File: config.mk
export PLATFORM = sky130hd
export DESIGN_NAME = cpu_run_monitor
export DESIGN_NICKNAME = d
export VERILOG_FILES = /design/src/rtl/cpu_mon_pkg.sv /design/src/rtl/trace_ring_buffer.sv /design/src/rtl/cpu_run_monitor.sv
export SDC_FILE = /design/constraint.sdc
export NUM_CORES = 1
export LEC_CHECK = 0
export CORE_UTILIZATION = 45
export DETAILED_ROUTE_END_ITERATION = 8
export GPL_ROUTABILITY_DRIVEN = 1
export MAX_ROUTING_LAYER = met4
export PLACE_DENSITY = 0.72
export SKIP_CTS_REPAIR_TIMING = 1
export SYNTH_ARGS = -nofsm -noshare
export SYNTH_HDL_FRONTEND = slang
export SYNTH_SLANG_ARGS = --single-unit
export TNS_END_PERCENT = 50
File: constraint.sdc
create_clock -name clk -period 2.77 [get_ports clk]
set_input_delay 0.831 -clock clk [delete_from_list [all_inputs] [get_ports clk]]
set_output_delay 0.831 -clock clk [all_outputs]
set_load 0.01 [all_outputs]
File: src/rtl/cpu_mon_pkg.sv
// Shared types and constants for the CPU run monitor.
// Status codes, FSM states and syscall decode.
package cpu_mon_pkg;

  typedef enum logic [1:0] {
    IDLE = 2'd0,
    RUN  = 2'd1,
    DONE = 2'd2
  } state_t;

  localparam logic [1:0] STAT_NONE    = 2'b00;
  localparam logic [1:0] STAT_SYSCALL = 2'b01;
  localparam logic [1:0] STAT_LOOP    = 2'b10;
  localparam logic [1:0] STAT_TIMEOUT = 2'b11;

  localparam logic [5:0] OP_SPECIAL    = 6'h00;
  localparam logic [5:0] FUNCT_SYSCALL = 6'h0C;

  function automatic logic is_syscall(
    input logic [31:0] ins
  );
    return (ins[31:26] == OP_SPECIAL) &&
           (ins[5:0] == FUNCT_SYSCALL);
  endfunction

endpackage

File: src/rtl/trace_ring_buffer.sv
// Circular (pc, instruction) trace with saturating count.
// Index 0 always names the oldest surviving entry.
module trace_ring_buffer
  import cpu_mon_pkg::*;
#(
  parameter int AW    = 32,
  parameter int DW    = 32,
  parameter int DEPTH = 16,
  parameter int IW    = $clog2(DEPTH),
  parameter int NW    = $clog2(DEPTH) + 1
) (
  input  logic          clk,
  input  logic          rst_n,
  input  logic          clear,
  input  logic          we,
  input  logic [AW-1:0] wpc,
  input  logic [DW-1:0] winstr,
  input  logic [IW-1:0] rd_idx,
  output logic [NW-1:0] count,
  output logic [AW-1:0] rd_pc,
  output logic [DW-1:0] rd_instr
);

  localparam logic [NW-1:0] FULL = NW'(DEPTH);

  logic [AW+DW-1:0] mem [DEPTH];
  logic [IW-1:0]    wr_ptr;
  logic [IW-1:0]    phys;
  logic             full;
  logic             hit;

  assign full = (count == FULL);
  assign phys = full ? wr_ptr + rd_idx : rd_idx;
  assign hit  = ({1'b0, rd_idx} < count);

  // storage write; contents are meaningless until counted
  always_ff @(posedge clk) begin
    if (we) mem[wr_ptr] <= {wpc, winstr};
  end

  // write pointer and saturating entry count
  always_ff @(posedge clk or negedge rst_n) begin
    if (!rst_n) begin
      wr_ptr <= '0;
      count  <= '0;
    end else if (clear) begin
      wr_ptr <= '0;
      count  <= '0;
    end else if (we) begin
      wr_ptr <= wr_ptr + 1'b1;
      if (!full) count <= count + 1'b1;
    end
  end

  // registered read; sees pre-write contents on a same-edge write
  always_ff @(posedge clk or negedge rst_n) begin
    if (!rst_n) begin
      {rd_pc, rd_instr} <= '0;
    end else if (hit) begin
      {rd_pc, rd_instr} <= mem[phys];
    end else begin
      {rd_pc, rd_instr} <= '0;
    end
  end

endmodule

File: src/rtl/cpu_run_monitor.sv
// Run-control monitor: ends a run on syscall, loop/halt-pc
// or timeout, and keeps a trace of the last DEPTH samples.
module cpu_run_monitor
  import cpu_mon_pkg::*;
#(
  parameter int AW          = 32,
  parameter int DW          = 32,
  parameter int DEPTH       = 16,
  parameter int LOOP_THRESH = 4,
  parameter int MAX_CYCLES  = 4096,
  parameter int CW          = 32
) (
  input  logic                     clk,
  input  logic                     rst_n,
  input  logic                     start,
  input  logic [AW-1:0]            pc,
  input  logic [DW-1:0]            instruction,
  input  logic [AW-1:0]            halt_pc,
  input  logic                     halt_pc_en,
  output logic                     done,
  output logic [1:0]               status,
  output logic [CW-1:0]            cycle_count,
  output logic [$clog2(DEPTH):0]   trace_count,
  input  logic [$clog2(DEPTH)-1:0] trace_rd_idx,
  output logic [AW-1:0]            trace_rd_pc,
  output logic [DW-1:0]            trace_rd_instr
);

  localparam int LW = $clog2(LOOP_THRESH + 1);

  state_t        state;
  logic [LW-1:0] loop_cnt;
  logic [LW-1:0] loop_nxt;
  logic [AW-1:0] prev_pc;
  logic [CW-1:0] cyc_nxt;
  logic          sys_hit;
  logic          loop_hit;
  logic          tmo_hit;
  logic          term;
  logic [1:0]    term_stat;
  logic          running;
  logic          arm;

  assign running = (state == RUN);
  assign arm     = !running && start;

  // termination decode on the current sample
  always_comb begin
    loop_nxt  = (pc == prev_pc) ? loop_cnt + 1'b1 : '0;
    cyc_nxt   = cycle_count + 1'b1;
    sys_hit   = is_syscall(instruction[31:0]);
    loop_hit  = (loop_nxt == LW'(LOOP_THRESH)) ||
                (halt_pc_en && (pc == halt_pc));
    tmo_hit   = (cyc_nxt == CW'(MAX_CYCLES));
    term      = sys_hit || loop_hit || tmo_hit;
    term_stat = STAT_NONE;
    if (sys_hit)       term_stat = STAT_SYSCALL;
    else if (loop_hit) term_stat = STAT_LOOP;
    else if (tmo_hit)  term_stat = STAT_TIMEOUT;
  end

  // run FSM with counters and registered done/status
  always_ff @(posedge clk or negedge rst_n) begin
    if (!rst_n) begin
      state       <= IDLE;
      done        <= 1'b0;
      status      <= STAT_NONE;
      cycle_count <= '0;
      loop_cnt    <= '0;
      prev_pc     <= '0;
    end else begin
      case (state)
        RUN: begin
          cycle_count <= cyc_nxt;
          loop_cnt    <= loop_nxt;
          prev_pc     <= pc;
          if (term) begin
            state  <= DONE;
            done   <= 1'b1;
            status <= term_stat;
          end
        end
        default: begin
          if (start) begin
            state       <= RUN;
            done        <= 1'b0;
            status      <= STAT_NONE;
            cycle_count <= '0;
            loop_cnt    <= '0;
            prev_pc     <= '0;
          end
        end
      endcase
    end
  end

  trace_ring_buffer #(
    .AW    (AW),
    .DW    (DW),
    .DEPTH (DEPTH)
  ) u_trace (
    .clk      (clk),
    .rst_n    (rst_n),
    .clear    (arm),
    .we       (running),
    .wpc      (pc),
    .winstr   (instruction),
    .rd_idx   (trace_rd_idx),
    .count    (trace_count),
    .rd_pc    (trace_rd_pc),
    .rd_instr (trace_rd_instr)
  );

endmodule

==> metrics, run 1 <==
hold_ws 90.7 ps; switching share of power 27.9%; crit end category register; # IOs 208; Synthesized Nets 2672; cell area power density 876 mW/mm²; CP Max Fanout 19; Final Cell Area 0.0580 mm²; layout cell share with drive strength beyond 1 21.6%; clk_lat worst skew 710 ps; ys flop type edfxtp_1; Rows 117; count leader, synth edfxtp_1; Post-DP HPWL 69400 µm; first-pass GRT wire length 170000 µm; setup violators final 6; post-synthesis sequential area ratio 73.4%; CORE AREA 0.102 mm²; via count 25546; fin cells 4517; relative slew slack 34.9%; grt ovf 0; status finished, violations left; clock group share of total power 29.9%; NumNets Final 3165; Gate power share 24.4%; DR pass1 iterations 7; placed cell areas 0.0532 mm²; maximum number of pins on one net before global-route repair 93; synthesized cell area 0.0468 mm²; Crit path top cell by count buf_12; Die X 325 µm; DRC 0; max-slew violations 0; failing checks setup timing; number of enable flip-flop cells after synthesis 1024; GPL Wtd Cong 0.850; fin util 56.6%; Worst EP required 3400 ps; Die ar. 0.105 mm²; drt initial violations 2316; Initial Util 45.7%; sequential cell area 0.0344 mm²; family with the most delay on the worst path multiplexers; clk buf depth 3; sequential share of power 45.8%; Max Clk Rate 0.356 GHz; CP peak stage delay 480 ps; Final period util 101%; RSZ-0062 raised after global routing yes; distinct cell type count after synthesis 62; startpoint class of the critical path register; CP Data Arrival Time 3440 ps; Die H 325 µm; initial antenna violation count 2; vias in the first global route 26396; worst-margin pin slew 976 ps; Sw Pwr 14.2 mW; H-tree depth 3; routed vias/inst 5.66; cell accounting for the most synthesized area edfxtp_1; top cells by area, synth edfxtp_1 66%, mux2i_1 11%, dfrtp_1 7.7%; Peak VDD IR 0.561 mV; flop2flop setup slack -40 ps; Layout fillers 7547; synth warn 0; setup tns final -127 ps; Clock transition at path regs 60 ps; Yosys reg bits 1168; clk_skew 41.1 ps; Area Growth Syn to Fin 23.9%; Critical path buffers and inverters 4; CP Cell Sequence ha_4 -> inv_2 -> fa_2 -> xnor2_2 -> mux2i_4 -> buf_12 -> buf_16 -> buf_12 -> mux2i_1 -> mux4_2 -> o22ai_1; area of the multi-input gates 0.0122 mm²; ANT nets after route 0; leading cell types by count after synthesis 1024 x edfxtp_1, 512 x mux2i_1, 144 x dfrtp_1, 126 x mux4_2, 120 x nand2_1; FFs w/ async S/R, synth 12.3%; internal power 36.6 mW; Pleak 21.0 nW; Design Power 50.8 mW; WL final 118000 µm; min cycle time layout 2810 ps; routed len/inst 26.0 µm; pre-CTS setup slack -1080 ps; Final Hold Viols 0; WS Path Type reg -> reg; post-synth top area share 65.7%; cts bufs inserted 112; HP Class in -> async; CTS tree built; Setup WS post-layout -41.2 ps; clock sink count 1168; IO Port Bufs 207; Total GRT Usage 22.3%; Mapped Cells 2553; Root Buffer clkbuf_16; placed cells 4254; Max-cap violations 0; Slowest cell on crit path mux4_2; Post-Syn Area per Cell 18.3 µm²
[worst paths after layout]
kind,startpoint,end,cells past startpoint
worst max-delay path,u_trace.wr_ptr[0],u_trace.rd_pc[16],11
worst min-delay path,rst_n,prev_pc[19],1
worst max register to register,u_trace.wr_ptr[0],u_trace.rd_pc[16],11
worst min register to register,prev_pc[10],prev_pc[10],2
max in group asynchronous,rst_n,u_trace.rd_instr[30],2
min in group clk,prev_pc[10],prev_pc[10],2
[layout by cell type (no fill, tap or decap), types with 12 or more instances in the layout]
cell type        count
clkdlybuf4s50_1    202
clkinv_2            12
clkbuf_8            16
ha_1                12
buf_6               16
dfrtp_1            141
nor2_1              28
o22ai_2             24
o31ai_1             13
nand3b_1            42
xnor2_1             72
xor2_1              12
nand3_1             18
mux4_2             126
clkbuf_16          127
buf_12              87
buf_4              182
clkbuf_1            45
o22ai_1             40
nor4_1              13
nand4_1             29
and2_4              16
o21ai_0             48
edfxtp_1          1024
mux2i_1            507
nand2_1            119
clkinv_1            12
[final cells by class]
type	count	share of cell area (%)
clock inverter	42	0.874
antenna	3	0.0129
clock buffer	172	5.48
tap	1368	2.95
multi-input combinational	1235	20.9
inverter	10	0.0647
sequential	1168	59.2
timing repair buffer	519	10.4
[worst reg2reg max path, cell delays in order, from the launching register on]
cell	delay, ps
dfrtp_1	400
ha_4	150
inv_2	30
fa_2	340
xnor2_2	160
mux2i_4	210
buf_12	240
buf_16	220
buf_12	220
mux2i_1	110
mux4_2	480
o22ai_1	170
[power groups by stage]
stage	registers, mW	logic [mW]	clock network, mW
floorplan	23.5	5.58	0
global placement	23.5	11.4	0
detailed placement	23.6	11.6	0
CTS	23.3	11.7	15.3
global route	23.5	13.0	16.0
finish	23.3	12.4	15.2
[per-layer routing]
metal  GRT usage [%]  vias to the layer above  part of all wire, %
met2            37.2                      902                   51
met1            28.9                    13343                   42
li1                -                    11140                    -
met3            3.10                      161                  5.5
met5               -                        -                    0
met4            5.65                        0                  2.1
[logic make-up after synthesis]
group	synth area share [%]
flip-flops	73.4
adder cells (fa/ha/maj)	0.417
multiplexers	17.0
AND/OR/NAND/NOR	3.71
XOR/XNOR	1.61
AO/OA/AOI/OAI	2.43
buffers and inverters	1.43
[sequential cells by signal, indices dropped and copies added (netlist names)]
register          flops
u_trace.rd_instr     32
state                 1
u_trace.rd_pc        32
prev_pc              32
done                  1
loop_cnt              3
cycle_count          32
status                2
u_trace.count         5
u_trace.wr_ptr        4
u_trace.mem        1024
No activity file was read; power rests on OpenSTA's default activity.
==> run 2, diff against run 1 <==
--- a/config.mk
+++ b/config.mk
@@ -9,7 +9,7 @@
 export DETAILED_ROUTE_END_ITERATION = 8
 export GPL_ROUTABILITY_DRIVEN = 1
 export MAX_ROUTING_LAYER = met4
-export PLACE_DENSITY = 0.72
+export PLACE_DENSITY = 0.69
 export SKIP_CTS_REPAIR_TIMING = 1
 export SYNTH_ARGS = -nofsm -noshare
 export SYNTH_HDL_FRONTEND = slang
==> constraint.sdc (replaced) <==
create_clock -name clk -period 3.3 [get_ports clk]
set_input_delay 0.99 -clock clk [delete_from_list [all_inputs] [get_ports clk]]
set_output_delay 0.99 -clock clk [all_outputs]
set_load 0.01 [all_outputs]
==> metrics, run 2 (synthesized netlist as in run 1, its figures left out) <==
drt initial violations 2379 (+2.7%); startpoint class of the critical path input pin; family with the most delay on the worst path buffers and inverters; register with the most flip-flops u_trace.mem; CP Max Fanout 18 (-1); layout cell share with drive strength beyond 1 20.4% (-1.2 points); clk_skew 28.3 ps (-12.8 ps); CTS tree built; # IOs 208 (unchanged); flop2flop setup slack 250 ps (+290 ps); H-tree depth 3 (unchanged); fin util 56.1% (-0.52 points); status completed; Post-DP HPWL 67900 µm (-2.2%); Pleak 20.7 nW (-1.1%); DR pass1 iterations 5 (-2); cell area power density 743 mW/mm² (-15%); max-slew violations 0 (unchanged); CP Cell Sequence clkdlybuf4s50_1 -> inv_1 -> fa_2 -> xnor2_2 -> mux2i_4 -> clkbuf_16 -> buf_16 -> mux2i_1 -> mux4_2 -> o22ai_4 -> buf_4; Max Clk Rate 0.307 GHz; Die X 325 µm (unchanged); Max-cap violations 0 (unchanged); r2r startpoint u_trace.wr_ptr[0]; Final Hold Viols 0 (unchanged); Die ar. 0.105 mm² (unchanged); routed len/inst 25.5 µm (-1.9%); WL final 114000 µm (-2.8%); grt ovf 0 (unchanged); Clock transition at path regs 70 ps (about the same); via count 25121 (-1.7%); initial antenna violation count 3 (+1); GPL Wtd Cong 0.805 (-5.2%); cts bufs inserted 112 (unchanged); min cycle time layout 3260 ps; clk_lat worst skew 690 ps (-20 ps); first-pass GRT wire length 166000 µm (-1.9%); placed cell areas 0.0530 mm² (-0.46%); NumNets Final 3126 (-1.2%); crit end category register; CORE AREA 0.102 mm² (unchanged); Slowest cell on crit path mux4_2; Die H 325 µm (unchanged); HP Class in -> async; CP Data Arrival Time 3890 ps (+450 ps); Initial Util 45.7% (unchanged); Design Power 42.7 mW (-16%); Critical path buffers and inverters 5 (+1); clock sink count 1168 (unchanged); Final period util 98.8%; Peak VDD IR 0.458 mV (-18%); relative slew slack 38.8% (+3.9 points); WS Path Type in -> reg; IO Port Bufs 207 (unchanged); most frequent cells in the layout 1024 x edfxtp_1, 510 x mux2i_1, 205 x clkdlybuf4s50_1, 170 x buf_4, 144 x dfrtp_1; Area Growth Syn to Fin 22.8%; vias in the first global route 26040 (-1.3%); pre-CTS setup slack -1010 ps (+72.9 ps); maximum number of pins on one net before global-route repair 87 (-6.5%); Root Buffer clkbuf_16; Rows 117 (unchanged); max reg flops 1024 (unchanged); clk buf depth 3 (unchanged); Total GRT Usage 22.0% (-0.34 points); ANT nets after route 0 (unchanged); Reg2Reg Depth 11 (unchanged); Setup WS post-layout 41.2 ps (+82.3 ps); routed vias/inst 5.61 (-0.79%); CP peak stage delay 530 ps (+50 ps); setup violators final 0 (-6); reg2reg end u_trace.rd_instr[28]; most common cell after layout, fill and taps aside edfxtp_1; Layout fillers 7694 (+1.9%); Worst EP required 3930 ps (+530 ps); Final Cell Area 0.0575 mm² (-0.92%); worst-margin pin slew 918 ps (-58.3 ps); DRC 0 (unchanged)
-- run 2: cell count changes in the layout (fill, tap and decap cells not counted), moves of 11 or more --
cell      before  now
clkbuf_1      45   20
o22ai_1       40   58
o22ai_2       24    6
buf_12        87   73
buf_4        182  170
clkinv_2      12   24
buf_6         16    5
-- run 2: how the worst max path moves through the flow --
| stage | from | cells past startpoint | end | slack, ps |
|---|---|---|---|---|
| finish | trace_rd_idx[1] | 11 | u_trace.rd_instr[28] | 40 |
| global route | trace_rd_idx[1] | 11 | u_trace.rd_instr[31] | -4 |
| CTS | trace_rd_idx[0] | 12 | u_trace.rd_instr[28] | -280 |
| detailed placement | trace_rd_idx[0] | 12 | u_trace.rd_instr[28] | -1010 |
| global placement | trace_rd_idx[0] | 12 | u_trace.rd_instr[28] | -870 |
| floorplan | trace_rd_idx[0] | 11 | u_trace.rd_instr[26] | 70 |
-- run 2: per-stage QoR --
stage	hold slack (ps)	cells	setup TNS (ps)
after global placement	499	4238	-45110
final	346	4477	0
after global routing	362	4477	-4.44
after floorplan	481	2553	0
after detailed placement	520	4238	-46680
after CTS	325	4451	-1330
-- run 2: layer usage --
metal / vias up / GRT usage (%) / routed length (µm)
met3: 181 / 3.24 / 6560
met1: 13027 / 28.3 / 47100
met2: 861 / 36.2 / 57400
li1: 11052 / - / -
met4: 0 / 6.52 / 3230
met5: - / - / 0
-- run 2: final cells by class --
type | instances | area (µm²) | share of cell area [%]
sequential | 1168 | 34400 | 59.8
antenna | 3 | 7.51 | 0.0131
inverter | 10 | 37.5 | 0.0653
multi-input combinational | 1235 | 12000 | 20.8
clock buffer | 147 | 3100 | 5.39
timing repair buffer | 480 | 5530 | 9.62
clock inverter | 66 | 769 | 1.34
tap | 1368 | 1710 | 2.98
-- run 2: report_power, final --
group          switching, mW  internal [mW]  leakage (nW)
sequential             0.953           18.6          11.1
combinational           5.21           4.63          7.78
clock                   5.53           7.74          1.87
==> run 3, diff against run 2 <==
--- a/config.mk
+++ b/config.mk
@@ -6,10 +6,12 @@
 export NUM_CORES = 1
 export LEC_CHECK = 0
 export CORE_UTILIZATION = 45
+export CTS_CLUSTER_DIAMETER = 30
 export DETAILED_ROUTE_END_ITERATION = 8
 export GPL_ROUTABILITY_DRIVEN = 1
 export MAX_ROUTING_LAYER = met4
 export PLACE_DENSITY = 0.69
+export RECOVER_POWER = 25
 export SKIP_CTS_REPAIR_TIMING = 1
 export SYNTH_ARGS = -nofsm -noshare
 export SYNTH_HDL_FRONTEND = slang
==> metrics, run 3 (synthesized netlist as in run 1, its figures left out) <==
min cycle time layout 3230 ps (-27.2 ps); NumNets Final 3195 (+2.2%); clock sink count 1168 (unchanged); CORE AREA 0.102 mm² (unchanged); RSZ-0062 raised after global routing no; Layout fillers 7467 (-3.0%); Clock transition at path regs 50 ps (-20 ps); area of the multi-input gates 0.0120 mm² (-0.10%); maximum number of pins on one net before global-route repair 87 (unchanged); layout cell share with drive strength beyond 1 22.8% (+2.3 points); Pleak 21.9 nW (+5.6%); CTS tree built; Die ar. 0.105 mm² (unchanged); via count 25675 (+2.2%); HP Class reg -> reg; WL final 117000 µm (+2.4%); Rows 117 (unchanged); ANT nets after route 0 (unchanged); placed cell areas 0.0530 mm² (unchanged); cell area power density 827 mW/mm² (+11%); fin util 58.6% (+2.5 points); Die H 325 µm (unchanged); WS Path Type in -> reg; crit end category register; Initial Util 45.7% (unchanged); Die X 325 µm (unchanged); Final Hold Viols 0 (unchanged); failing checks capacitance limit, slew limit; # IOs 208 (unchanged); DR pass1 iterations 8 (+3); Worst EP required 4010 ps (+80 ps); most frequent cells in the layout 1024 x edfxtp_1, 510 x mux2i_1, 194 x clkbuf_16, 174 x clkdlybuf4s50_1, 146 x buf_4; Peak VDD IR 0.487 mV (+6.3%); Total GRT Usage 22.7% (+0.71 points); max reg flops 1024 (unchanged); status finished, violations left; DRC 0 (unchanged); GPL Wtd Cong 0.805 (unchanged); Post-DP HPWL 67900 µm (unchanged); sequential cell area 0.0344 mm² (unchanged); startpoint class of the critical path input pin; relative slew slack -32.5% (-71 points); worst-margin pin slew 1990 ps (+1070 ps); IO Port Bufs 207 (unchanged); clk buf depth 3 (unchanged); Max-cap violations 1 (+1); Final period util 97.9% (-0.83 points); Area Growth Syn to Fin 28.2%; register with the most flip-flops u_trace.mem; vias in the first global route 27100 (+4.1%); Max Clk Rate 0.309 GHz (+0.84%); clk_lat worst skew 780 ps (+90 ps); most common cell after layout, fill and taps aside edfxtp_1; CP Max Fanout 8 (-10); clk_skew 32.7 ps (+4.48 ps); cts bufs inserted 184 (+64%); max-slew violations 66 (+66); routed vias/inst 5.57 (-0.70%); initial antenna violation count 3 (unchanged); drt initial violations 2323 (-2.4%); H-tree depth 4 (+1); Final Cell Area 0.0600 mm² (+4.4%); Root Buffer clkbuf_16; first-pass GRT wire length 172000 µm (+3.4%); CP Data Arrival Time 3940 ps (+50 ps); setup violators final 0 (unchanged); flop2flop setup slack 210 ps (-40 ps); routed len/inst 25.4 µm (-0.49%); grt ovf 0 (unchanged)
-- run 3: per-stage QoR --
stage	power (mW)	TNS (ps)	setup WS (ps)	hold WS [ps]	cells
floorplan	24.4	0	67.8	481	2553
global placement	29.2	-45110	-874	499	4238
detailed placement	29.5	-46680	-1010	520	4238
CTS	49.8	-326	-206	243	4587
global route	51.3	0	12.8	552	4608
finish	49.6	0	68.4	538	4608
-- run 3: area by class of cell --
cell class                      instances  area share, %
Sequential cell                      1168           57.2
Clock buffer                          216           8.06
Antenna cell                            1        0.00417
Inverter                               10         0.0625
Clock inverter                        133           2.99
Multi-Input combinational cell       1235           19.9
Tap cell                             1368           2.85
Timing Repair Buffer                  477           8.88
-- run 3: worst max-delay path: stages --
cell,delay (ps)
clkdlybuf4s50_1,520
inv_1,80
fa_2,400
xnor2_2,160
mux2i_4,220
buf_12,200
buf_16,160
buf_8,170
buf_6,160
mux2i_1,100
mux4_2,480
o22ai_2,150
buf_4,130
-- run 3: layer usage --
metal,part of all wire (%),routed length [µm],track usage (%),vias to the layer above
met2,51,59700,37.6,944
met1,41,47700,28.7,13277
met3,6.0,7050,3.63,175
met5,0,0,-,-
li1,-,-,-,11279
met4,2.2,2610,7.20,0
-- run 3: report_power, final --
group	switching (mW)	internal, mW	leakage (nW)
clock network	7.23	13.0	3.17
registers	0.963	18.7	11.1
logic	5.24	4.57	7.65
-- run 3: worst paths after layout --
kind | end | cells after the start | start
max | u_trace.rd_pc[12] | 13 | trace_rd_idx[1]
min | prev_pc[17] | 2 | prev_pc[17]
max reg2reg | u_trace.rd_pc[12] | 13 | u_trace.wr_ptr[0]
min reg2reg | prev_pc[17] | 2 | prev_pc[17]
max in group asynchronous | u_trace.rd_instr[11] | 2 | rst_n
min in group asynchronous | prev_pc[16] | 1 | rst_n
